--- config.mk ---
export PLATFORM = sky130hd
export DESIGN_NAME = cla_sub_serial
export DESIGN_NICKNAME = d
export VERILOG_FILES = /design/src/rtl/cla_sub_serial.sv
export SDC_FILE = /design/constraint.sdc
export NUM_CORES = 1
export LEC_CHECK = 0
export ABC_AREA = 0
export ABC_CLOCK_PERIOD_IN_PS = 3400
export CORE_MARGIN = 3
export CORE_UTILIZATION = 51
export CTS_CLUSTER_SIZE = 30
export DETAILED_ROUTE_END_ITERATION = 8
export PLACE_DENSITY_LB_ADDON = 0.1
export SLEW_MARGIN = 0
export SYNTH_ARGS = -nofsm -noshare
export SYNTH_HDL_FRONTEND = slang
export SYNTH_SLANG_ARGS = --single-unit
--- constraint.sdc ---
create_clock -name clk -period 3.4 [get_ports clk]
set_clock_uncertainty 0.05 [all_clocks]
set_input_delay 0.51 -clock clk [delete_from_list [all_inputs] [get_ports clk]]
set_output_delay 0.51 -clock clk [all_outputs]
set_load 0.02 [all_outputs]
--- src/rtl/cla_sub_serial.sv ---
// Serial subtractor: D = A - B - bin, one 4-bit carry-lookahead slice per clock, LSB first.
// Latency: result valid NSLICE cycles after the accept edge; one op per NSLICE+2 cycles at best.
// Backpressure: in_ready low while busy; result, bout and zero hold in DONE until out_ready.
module cla_sub_serial #(
    parameter int WIDTH = 16
) (
    input  logic             clk,
    input  logic             rst_n,
    input  logic             in_valid,
    output logic             in_ready,
    input  logic [WIDTH-1:0] a,
    input  logic [WIDTH-1:0] b,
    input  logic             bin,
    output logic             out_valid,
    input  logic             out_ready,
    output logic [WIDTH-1:0] d,
    output logic             bout,
    output logic             zero
);

    localparam int NSLICE = WIDTH / 4;
    localparam int IW = (NSLICE > 1) ? $clog2(NSLICE) : 1;
    localparam logic [IW-1:0] LAST = IW'(NSLICE - 1);

    typedef enum logic [1:0] {IDLE, RUN, DONE} state_t;

    state_t           state, state_nxt;
    logic [WIDTH-1:0] a_q, b_q, d_q, d_nxt;
    logic             borrow, bout_q, zero_q;
    logic [IW-1:0]    idx;
    logic [IW+1:0]    base;
    logic [3:0]       a_s, nb_s, p, g, ds;
    logic [4:0]       c;
    logic             accept, step;

    assign base = {idx, 2'b00};

    // Subtraction as A + ~B + carry-in, where carry-in is the inverted running borrow.
    always_comb begin
        a_s  = a_q[base +: 4];
        nb_s = ~b_q[base +: 4];
        p    = a_s ^ nb_s;
        g    = a_s & nb_s;
        c[0] = ~borrow;
        c[1] = g[0] | (p[0] & c[0]);
        c[2] = g[1] | (p[1] & g[0]) | (p[1] & p[0] & c[0]);
        c[3] = g[2] | (p[2] & g[1]) | (p[2] & p[1] & g[0]) | (p[2] & p[1] & p[0] & c[0]);
        c[4] = g[3] | (p[3] & g[2]) | (p[3] & p[2] & g[1]) | (p[3] & p[2] & p[1] & g[0])
             | (p[3] & p[2] & p[1] & p[0] & c[0]);
        ds   = p ^ c[3:0];
        d_nxt = d_q;
        d_nxt[base +: 4] = ds;
    end

    always_comb begin
        state_nxt = state;
        in_ready  = 1'b0;
        out_valid = 1'b0;
        accept    = 1'b0;
        step      = 1'b0;
        case (state)
            IDLE: begin
                in_ready = 1'b1;
                if (in_valid) begin
                    accept    = 1'b1;
                    state_nxt = RUN;
                end
            end
            RUN: begin
                step = 1'b1;
                if (idx == LAST) state_nxt = DONE;
            end
            DONE: begin
                out_valid = 1'b1;
                if (out_ready) state_nxt = IDLE;
            end
            default: state_nxt = IDLE;
        endcase
    end

    always_ff @(posedge clk or negedge rst_n) begin
        if (!rst_n) begin
            state <= IDLE;
        end else begin
            state <= state_nxt;
        end
    end

    // bout/zero only change on the final slice so they hold the last result until then.
    always_ff @(posedge clk or negedge rst_n) begin
        if (!rst_n) begin
            a_q    <= '0;
            b_q    <= '0;
            d_q    <= '0;
            borrow <= 1'b0;
            idx    <= '0;
            bout_q <= 1'b0;
            zero_q <= 1'b0;
        end else begin
            if (accept) begin
                a_q    <= a;
                b_q    <= b;
                borrow <= bin;
                idx    <= '0;
            end
            if (step) begin
                d_q    <= d_nxt;
                borrow <= ~c[4];
                idx    <= idx + IW'(1);
                if (idx == LAST) begin
                    bout_q <= ~c[4];
                    zero_q <= (d_nxt == '0);
                end
            end
        end
    end

    assign d    = d_q;
    assign bout = bout_q;
    assign zero = zero_q;

endmodule

After elaboration in Yosys (flattened, before gate mapping)
Cells that the tools add are included.

operators by class
  add/subtract/negate cells = 2
  eq/ne operators = 6
  shifts and indexed selects = 4
  multiplexer cells = 14
  bitwise logic cells = 32
  reduce and logical (&&, ||, !) cells = 5

operator list
  kind                      number
  $shiftx A16 B5 Y4         2
  $and A1 B1 Y1             16
  $bwmux W16                1
  $logic_not A16 Y1         1
  $shift A4 B6 Y16 const A  1
  $shiftx A4 B6 Y16         1
  $mux W2                   5
  $or A1 B1 Y1              10
  $xor A4 B4 Y4             2
  $mux W1                   7
  $ne A2 B2 Y1 const B      3
  $neg A4 Y6                1
  $pmux W2 S3               1
  $and A4 B4 Y4             1
  $eq A2 B2 Y1 const B      2
  $not A4 Y4                1
  $reduce_and A3 Y1         1
  $add A2 B1 Y2 const B     1
  $eq A2 B1 Y1 const B      1
  $logic_not A2 Y1          1
  $not A1 Y1                2
  $reduce_and A2 Y1         1
  $reduce_bool A2 Y1        1

storage, ports and cells
  register bits = 55
  input port bits = 37
  output and inout bits = 20
  logic and storage cells = 71

Depth between registers and ports, before layout
Gate-level depths: netlist of the first run.

  word-level depth = 11
  depth in mapped cells = 9
  mapped depth without buffers = 7

Worst setup path before layout of the first run
Ideal clock, no wire load.

  kind = reg2reg
  from = register idx[0]
  to = register zero_q, in the netlist zero
  setup time = 120 ps
  data arrival time = 2905 ps
  data required time = 3230 ps
  slack = 324 ps
  cell stages (with the launch flop) = 10
  buffers on the path = 2
  clock period less this slack = 3076 ps
  cell sequence = dfrtp_1 buf_2 buf_2 mux4_2 inv_1 fa_1 or3b_2 o22a_1 a41o_1 a41o_1

on the way
  word-level cells in the longest chain between the ends = 11
  elaborated cells on any way between the ends = 28
  those cells by class = add/sub (1); eq/ne (1); shift (4); mux (1); bitwise (19); reduce/logical (2)

ends and longest elaborated chain
  what                                                                line    source
  start, declared                                                     30      logic [IW-1:0] idx;
  start signal, assigned                                              109     idx <= idx + IW'(1);
  $shiftx A16 B5 Y4                                                   41      nb_s = ~b_q[base +: 4];
  $not A4 Y4                                                          41
  $xor A4 B4 Y4 / $and A4 B4 Y4 (equally long branches)               42, 43
  $and A1 B1 Y1                                                       47      c[3] = g[2] | (p[2] & g[1]) | (p[2] & p[1] & g[0]) | (p[2] & p[1] & p[0] & c[0]);
  $or A1 B1 Y1 / $and A1 B1 Y1 (equally long branches) (2 in series)  47
  $or A1 B1 Y1                                                        47
  $xor A4 B4 Y4                                                       50      ds = p ^ c[3:0];
  $shiftx A4 B6 Y16                                                   52      d_nxt[base +: 4] = ds;
  $bwmux W16                                                          52
  $logic_not A16 Y1                                                   112     zero_q <= (d_nxt == '0);
  end signal, assigned                                                112
  end, declared                                                       29      logic borrow, bout_q, zero_q;

Several ways; a longest one is shown, not always the timed one.
A chain may end at the register's enable or synchronous reset.

Worst setup path in the final report of the first run
Same ends and word-level chain as after synthesis.

==> results of run 1 <==
## critical path, cell delays in order, from the launching register on
cell and delay [ns]:
dfrtp_1 0.55, mux4_2 0.60, inv_1 0.10, fa_1 0.44, or3b_2 0.50, o22a_1 0.20
a41o_1 0.22, a41o_1 0.20
## cells in the mapped netlist, drive strengths merged (2+ instances only)
| cell | instances | area, µm² |
|---|---|---|
| nand2 | 120 | 450 |
| dfrtp | 55 | 1380 |
| inv | 12 | 45.0 |
| ha | 11 | 138 |
| o21ai | 11 | 55.1 |
| clkbuf | 9 | 33.8 |
| mux4 | 8 | 180 |
| o31ai | 8 | 60.1 |
| nor2 | 6 | 22.5 |
| a21oi | 3 | 15.0 |
| buf | 3 | 21.3 |
| nand2b | 3 | 18.8 |
| nor2b | 3 | 18.8 |
| or4 | 3 | 22.5 |
| a21o | 2 | 15.0 |
| a41o | 2 | 20.0 |
| nand4bb | 2 | 22.5 |
| o2111ai | 2 | 17.5 |
## worst paths after layout
kind | startpoint | end | slack, ns | cells past startpoint
max | idx[0] | zero | 0.44 | 7
min | rst_n | d[8] | 0.07 | 1
max reg2reg | idx[0] | zero | 0.44 | 7
min reg2reg | b_q[13] | b_q[13] | 0.43 | 2
max in group asynchronous | rst_n | state[1] | 2.42 | 2
min in group clk | b_q[13] | b_q[13] | 0.43 | 2
## final cells by class
type | count | area, µm²
Inverter | 12 | 45.0
Clock buffer | 7 | 76.3
Timing Repair Buffer | 61 | 593
Fill cell | 441 | 1710
Multi-Input combinational cell | 208 | 1280
Tap cell | 70 | 87.6
Sequential cell | 55 | 1380
Clock inverter | 1 | 5.00
## where the power goes
group | leakage, nW | switching (W) | internal [W] | total [W]
sequential | 0.702 | 0.000195 | 0.000937 | 0.00113
combinational | 0.915 | 0.00121 | 0.000917 | 0.00213
clock | 0.0422 | 0.000200 | 0.000145 | 0.000345
total | 1.66 | 0.00161 | 0.00200 | 0.00361
## cell usage in the layout, fill, tap and decap left out, types with 2 or more instances in the layout
cell | synthesis | routed
mux4_2 | 8 | 8
clkdlybuf4s50_1 | 0 | 55
ha_1 | 11 | 11
nor2_1 | 6 | 6
clkbuf_8 | 0 | 5
o31ai_1 | 8 | 8
o21ai_0 | 11 | 11
buf_4 | 0 | 5
a41o_1 | 2 | 2
nand4bb_1 | 2 | 2
nor2b_1 | 3 | 3
inv_1 | 12 | 12
nand2b_1 | 3 | 3
nand2_1 | 120 | 120
a21oi_1 | 3 | 3
or4_1 | 3 | 3
a21o_1 | 2 | 2
dfrtp_1 | 55 | 55
clkbuf_1 | 9 | 2
o2111ai_1 | 2 | 2
## per-layer routing
metal / GRT usage, % / share of wire [%] / up-vias
met5: 0 / 0 / -
li1: - / - / 1075
met1: 24.3 / 43 / 1044
met3: 3.95 / 5.0 / 12
met4: 7.04 / 2.0 / 0
met2: 35.5 / 50 / 64
## state kept, by name, indices dropped and copies added, names as in the netlist
register	flops
a_q	16
b_q	16
d	16
idx	2
state	2
borrow	1
bout	1
zero	1
## cell families (layout without fill, tap and decap cells)
logic type      count (synthesis)  count (layout)  share of synthesized area [%]
mux                            10              10                           7.33
compound gates                 34              34                           8.57
xor+xnor                        2               2                          0.638
flops                          55              55                           50.1
fa+ha+maj                      12              12                           5.74
simple gates                  150             150                           24.0
buf+inv                        24              81                           3.64
## per-stage QoR
step           hold WS, ns  area, µm²  util (%)  setup WS (ns)
6_report            0.0683       3460      66.9          0.437
5_1_grt             0.0887       3460      66.9          0.270
4_1_cts             0.0818       3460      66.9          0.421
3_5_place_dp         0.408       3380      65.3          0.431
3_3_place_gp         0.405       3380      65.3          0.496
2_1_floorplan        0.164       2750         -          0.324
==> impl_metrics.tcl, run 1 <==
set metrics [dict create \
    fp.coreArea_mm2 0.00517 \
    period_share_pct 87.2 \
    layout.nets 392 \
    dp_hpwl_um 4440 \
    row_count 26 \
    required_ns 3.55 \
    grt_overflow 0 \
    die_w_um 79.4 \
    peakVddDrop_mv 0.542 \
    cts.clk_slew.worst_paths_ns 0.09 \
    syn_inst 287 \
    grt_pass1_wl_um 9870 \
    place_congestion 0.951 \
    min_path_type "in2async" \
    grtUsageTotal_pct 20.1 \
    wirelength_um 5740 \
    grt_pass1_vias 2149 \
    clock-sinks 55 \
    slew_violations 0 \
    cp_max_fo 6 \
    avgSynthCellArea_um2 9.57 \
    drt_iter0_markers 149 \
    power.density_mw_per_mm2 1040 \
    cts_buffers 5 \
    place_inst 406 \
    tightest_slew_ns 0.711 \
    vias 2195 \
    maxSlewHeadroom_pct 52.5 \
    rsz0062_at_grt "no" \
    cts_setup_buffers 0 \
    htreeDepth 2 \
    cts_tree "done" \
    start_util_pct 53.1 \
    drive_gt1_share_pct 6.98 \
    antenna_found_initial 0 \
    setup_viol 0 \
    finalPower_w 0.00361 \
    clock_tree.buffer_depth 2 \
    period_needed_ns 2.96 \
    synth_edf_count 0 \
    timing.setup.tns_ns 0 \
    die_area_mm2 0.00630 \
    dr.pass1.iters 4 \
    grt_max_degree 38 \
    timing.max_cap.violations 0 \
    p_leak_nw 1.66 \
    clock.fmax_mhz 337 \
    async_flop_share_pct 100 \
    ant_nets 0 \
    port_buffers 56 \
    diodes 0 \
    synth_cell_type_count 43 \
    cp-end-kind "flop" \
    status "complete, no violations" \
    wl_per_cell_um 13.9 \
    syn-num-nets 336 \
    drc 0 \
    fin_cells 414 \
    yosysWarnings 0 \
    start_kind "flop" \
    io_pins 57 \
    die_h_um 79.4 \
    yosysSeqAreaShare_pct 50.1 \
    post_cts_resized 0 \
    vias_per_cell 5.30 \
    syn_area_mm2 0.00275 \
    finalHoldViolations 0 \
    path_class "reg2reg" \
    root_buffer "clkbuf_8" \
    hold_buffers 0 \
    crit_arrival_ns 3.11 \
    synth_ff_type "dfrtp_1" \
    areaGrowthSynthToFinish_pct 26.0 \
    worstSkewPairLatency_ns 0.30 \
    ys_ff_latch 55 \
]
(Power assumes the default switching activity.)
==> run 2: changes to the inputs <==
--- a/config.mk
+++ b/config.mk
@@ -9,9 +9,11 @@
 export ABC_CLOCK_PERIOD_IN_PS = 3400
 export CORE_MARGIN = 3
 export CORE_UTILIZATION = 51
+export CTS_CLUSTER_DIAMETER = 60
 export CTS_CLUSTER_SIZE = 30
 export DETAILED_ROUTE_END_ITERATION = 8
 export PLACE_DENSITY_LB_ADDON = 0.1
+export SKIP_LAST_GASP = 1
 export SLEW_MARGIN = 0
 export SYNTH_ARGS = -nofsm -noshare
 export SYNTH_HDL_FRONTEND = slang
==> results of run 2 <==
The final DEF is identical to that of run 1; final timing and power are the same.
==> run 3: changes to the inputs <==
--- a/config.mk
+++ b/config.mk
@@ -9,7 +9,7 @@
 export ABC_CLOCK_PERIOD_IN_PS = 3400
 export CORE_MARGIN = 3
 export CORE_UTILIZATION = 51
-export CTS_CLUSTER_DIAMETER = 60
+export CTS_CLUSTER_DIAMETER = 50
 export CTS_CLUSTER_SIZE = 30
 export DETAILED_ROUTE_END_ITERATION = 8
 export PLACE_DENSITY_LB_ADDON = 0.1
==> results of run 3 <==
The final DEF is identical to that of run 1; final timing and power are the same.
